**src/rtl/pc_sequencer.sv**
```systemverilog
// rtl/pc_sequencer.sv - RV32I multi-cycle program-counter sequencer
module pc_sequencer #(
    parameter logic [31:0] RESET_PC    = 32'h0000_0000,
    parameter logic [31:0] TRAP_VECTOR = 32'h0000_0100
) (
    input  logic        clk,
    input  logic        rst_n,
    output logic        imem_req,
    output logic [31:0] imem_addr,
    input  logic        imem_gnt,
    input  logic        is_branch,
    input  logic        is_jal,
    input  logic        is_jalr,
    input  logic [2:0]  funct3,
    input  logic [31:0] rs1_data,
    input  logic [31:0] rs2_data,
    input  logic [31:0] imm,
    input  logic        stall,
    input  logic        halt_req,
    output logic [31:0] pc,
    output logic [31:0] pc_plus_4,
    output logic [1:0]  next_pc_sel,
    output logic [31:0] next_pc,
    output logic        taken,
    output logic        commit,
    output logic        trap,
    output logic        halted,
    output logic [31:0] instret
);

    localparam logic [2:0] S_IDLE  = 3'd0;
    localparam logic [2:0] S_FETCH = 3'd1;
    localparam logic [2:0] S_EXEC  = 3'd2;
    localparam logic [2:0] S_TRAP  = 3'd3;
    localparam logic [2:0] S_HALT  = 3'd4;

    logic [2:0]  state_q, state_d;
    logic [31:0] pc_q, pc_d;
    logic [31:0] instret_q, instret_d;
    logic        cond_true;
    logic        misaligned;
    logic [31:0] jalr_target;

    always_comb begin
        cond_true = 1'b0;
        case (funct3)
            3'b000:  cond_true = (rs1_data == rs2_data);
            3'b001:  cond_true = (rs1_data != rs2_data);
            3'b100:  cond_true = ($signed(rs1_data) <  $signed(rs2_data));
            3'b101:  cond_true = ($signed(rs1_data) >= $signed(rs2_data));
            3'b110:  cond_true = (rs1_data <  rs2_data);
            3'b111:  cond_true = (rs1_data >= rs2_data);
            default: cond_true = 1'b0;
        endcase
    end

    assign pc_plus_4   = pc_q + 32'd4;
    assign jalr_target = (rs1_data + imm) & ~32'd1;

    always_comb begin
        next_pc_sel = 2'b00;
        if (state_q == S_EXEC) begin
            if (is_jalr)
                next_pc_sel = 2'b10;
            else if (is_jal || (is_branch && cond_true))
                next_pc_sel = 2'b01;
        end
    end

    always_comb begin
        next_pc = pc_plus_4;
        case (next_pc_sel)
            2'b01:   next_pc = pc_q + imm;
            2'b10:   next_pc = jalr_target;
            default: next_pc = pc_plus_4;
        endcase
    end

    assign taken      = (next_pc_sel != 2'b00);
    assign misaligned = taken && (next_pc[1:0] != 2'b00);

    // halt_req outranks stall and any retirement in EXEC
    assign commit = (state_q == S_EXEC) && !halt_req && !stall && !misaligned;

    always_comb begin
        state_d   = state_q;
        pc_d      = pc_q;
        instret_d = instret_q;
        case (state_q)
            S_IDLE:  state_d = S_FETCH;
            S_FETCH: begin
                if (halt_req)
                    state_d = S_HALT;
                else if (imem_gnt)
                    state_d = S_EXEC;
            end
            S_EXEC: begin
                if (halt_req)
                    state_d = S_HALT;
                else if (!stall) begin
                    if (misaligned)
                        state_d = S_TRAP;
                    else begin
                        pc_d      = next_pc;
                        instret_d = instret_q + 32'd1;
                        state_d   = S_FETCH;
                    end
                end
            end
            S_TRAP: begin
                pc_d    = TRAP_VECTOR;
                state_d = S_FETCH;
            end
            S_HALT:  state_d = S_HALT;
            default: state_d = S_IDLE;
        endcase
    end

    always_ff @(posedge clk or negedge rst_n) begin
        if (!rst_n) begin
            state_q   <= S_IDLE;
            pc_q      <= RESET_PC;
            instret_q <= 32'd0;
        end else begin
            state_q   <= state_d;
            pc_q      <= pc_d;
            instret_q <= instret_d;
        end
    end

    assign imem_req  = (state_q == S_FETCH);
    assign imem_addr = pc_q;
    assign pc        = pc_q;
    assign trap      = (state_q == S_TRAP);
    assign halted    = (state_q == S_HALT);
    assign instret   = instret_q;

endmodule

```
**config.mk**
```make
export PLATFORM = sky130hd
export DESIGN_NAME = pc_sequencer
export DESIGN_NICKNAME = d
export VERILOG_FILES = /design/src/rtl/pc_sequencer.sv
export SDC_FILE = /design/constraint.sdc
export NUM_CORES = 1
export LEC_CHECK = 0
export BUFFER_PORTS_ARGS = -buffer_cell sky130_fd_sc_hd__buf_2
export CAP_MARGIN = 20
export CORE_ASPECT_RATIO = 1.75
export CORE_UTILIZATION = 27
export CTS_BUF_LIST = sky130_fd_sc_hd__clkbuf_16
export DETAILED_ROUTE_END_ITERATION = 8
export PLACE_DENSITY = 0.47
export SETUP_SLACK_MARGIN = 0.02
export SYNTH_ARGS = -nofsm -noshare
export SYNTH_HDL_FRONTEND = slang
export SYNTH_SLANG_ARGS = --single-unit
```
**constraint.sdc**
```tcl
create_clock -name clk -period 5.4 [get_ports clk]
set_input_delay 0.81 -clock clk [delete_from_list [all_inputs] [get_ports clk]]
set_output_delay 0.81 -clock clk [all_outputs]
set_load 0.005 [all_outputs]
```
==> results_dict.tcl <==
set metrics [dict create \
    status "complete, no violations" \
    layout-drive-gt1-share_pct 30.8 \
    finalPower_uw 2130 \
    io_pins 274 \
    path_class "input port to primary output" \
    ant_nets 0 \
    wl_per_cell_um 20.6 \
    avgViaCountPerCell 5.29 \
    fp.dieH_um 237 \
    leakage_uw 0.00581 \
    ys.flop_type "dfrtp_1" \
    num_vias 9364 \
    die_width_um 136 \
    setup_violations 0 \
    timing.fmax_ghz 0.186 \
    crit_family "simple AND/OR/NAND/NOR gates" \
    max_stage_delay_ns 0.52 \
    root_buffer "clkbuf_16" \
    crit_buf_inv 3 \
    globalRouteOverflowTotal 0 \
    start_kind "input port" \
    drc 0 \
    ys_ff_latch 67 \
    routed_wl_um 36500 \
    core-area_sq_mm 0.0308 \
    ys_top_cells_by_area "dfrtp_1, ha_1, xnor2_1" \
    utilization_pct 36.1 \
    hpwl_um 30300 \
    drt-initial-drc-count 398 \
    final_hold_viol_count 0 \
    worst_pin_slew_ns 0.771 \
    rows 85 \
    slew_headroom_pct 48.2 \
    async_flop_share_pct 100 \
    ir_drop_v 0.000148 \
    ys_top_cells_by_count "ha_1, nor2_1, nand2_1" \
    synthesis.area_sq_mm 0.00850 \
    path_clk_slew_ns 0.06 \
    yosysMostFrequentCell "ha_1" \
    end_kind "primary output" \
    slowest_stage "or4_4" \
    fp.dieArea_sq_mm 0.0322 \
    fin_crit_sh_pct 99.5 \
    h-tree-depth 3 \
    synth_top_area_share_pct 19.7 \
    ctsHoldBuffers 0 \
    nNetsFinal 1579 \
    seq_area_frac_synth_pct 19.7 \
    grt_pass1_vias 9448 \
    antenna_found_initial 1 \
    cts_sinks 67 \
    power_density_mw_per_mm2 191 \
    cts_made_buffers 9 \
    cts_tree "built" \
    grt_usage_pct 22.6 \
    rsz0062_at_grt "yes" \
    clkLatencyLatePin_ns 0.36 \
    fin_crit_ns 5.37 \
    routabilityCongestion 0.931 \
    finClkSkew_ns 0.0148 \
    grt_max_degree 42 \
    slew_violations 0 \
    grt_pass1_wl_um 54500 \
    numPortBuffers 273 \
    cts.path.max_buffers 2 \
    yosysWarnings 0 \
    start_util_pct 27.5 \
    required_ns 4.59 \
    yosys.area.top_type "dfrtp_1" \
    syn2layout_area_growth_pct 31.2 \
    hp-class "flop to flop" \
    drv_cap 0 \
    avgSynthCellArea_sq_um 7.88 \
    firstDrtPassIters 5 \
    synth_edf_count 0 \
    worstPathCellList "buf_2, ha_1, nand4_1, or4_4, a21oi_4, nor3_2, o2111a_2, xor2_1, or4_1, nand4_1, nand2_1, ha_2, buf_4, o21ai_0, a2111oi_2, nor2_1, buf_2" \
    synthesis.nets 1285 \
    cp_max_fo 8 \
    arrival_ns 4.56 \
    netlist_instances 1078 \
    ys_types 80 \
]
==> what timing repair did <==
item	CTS	global route
gates resized for setup	13	45
pin swaps	6	6
setup endpoints to repair	30	32
setup buffers	2	3
==> cells by family after synthesis <==
group	synth area share [%]
AND/OR/NAND/NOR	21.9
AO/OA/AOI/OAI	23.9
XOR/XNOR	11.3
adder cells (fa/ha/maj)	14.9
multiplexers	0.869
buffers and inverters	7.32
flip-flops	19.7
==> power by group <==
part / switching [uW] / internal (uW)
Clock: 261 / 404
Sequential: 58.8 / 528
Combinational: 494 / 380
==> sequential cells by signal (all words and copies together) (netlist names) <==
name / flops
instret: 32
imem_addr: 32
state_q: 3
==> per-stage QoR <==
stage / worst slack, ns / cells / hold WS [ns] / instance area (sq um) / setup TNS [ns]
floorplan: 0.195 / 1078 / 0.465 / 8500 / 0
global placement: -0.139 / 1747 / 0.459 / 10500 / -1.25
detailed placement: -0.338 / 1747 / 0.468 / 10500 / -7.43
CTS: -0.0104 / 1765 / 0.476 / 10900 / -0.0179
global route: -0.173 / 1769 / 0.497 / 11100 / -0.419
finish: 0.0271 / 1769 / 0.472 / 11100 / 0
==> worst paths after layout <==
check                             start       endpoint  slack (ns)  depth (start not counted)
setup / recovery           rs1_data[14]    next_pc[31]        0.03                         17
hold / removal              instret[31]    instret[31]        0.47                          1
setup reg to reg             state_q[1]    instret[29]        1.66                         15
hold reg to reg             instret[31]    instret[31]        0.47                          1
max in group asynchronous         rst_n  imem_addr[30]        3.82                          2
min in group asynchronous         rst_n  imem_addr[11]        0.52                          1
==> layer usage <==
| layer | routed length (um) | up-vias | global-route usage [%] |
|---|---|---|---|
| met3 | 1340 | 78 | 2.25 |
| met4 | 2030 | 0 | 12.2 |
| met2 | 19700 | 288 | 42.9 |
| met5 | 0 | - | 0 |
| met1 | 13400 | 4489 | 23.6 |
| li1 | - | 4509 | - |
==> final cells by class <==
cell class / instances / area (sq um)
Antenna cell: 1 / 2.50
Clock buffer: 9 / 225
Clock inverter: 7 / 91.3
Fill cell: 3402 / 19700
Inverter: 60 / 230
Multi-Input combinational cell: 880 / 6380
Sequential cell: 67 / 1680
Tap cell: 391 / 489
Timing Repair Buffer: 354 / 2050
==> layout by cell type (no fill, tap or decap), types with 9 or more instances in the layout <==
master	instances
and2_1	10
buf_6	11
inv_1	53
buf_4	78
xor2_1	38
a22o_1	26
a221oi_1	12
and3_1	15
a221oi_2	9
nand3_1	51
o211ai_1	11
buf_2	264
nand2b_1	10
dfrtp_1	67
a21oi_1	76
nor2b_1	11
and4_1	9
nand2_1	89
nor2_1	93
nand4_1	24
a31oi_1	18
ha_1	91
a21o_1	24
o21ai_0	38
nor3_1	22
clkbuf_16	9
xnor2_1	72
No activity file was read; power rests on OpenSTA's default activity.
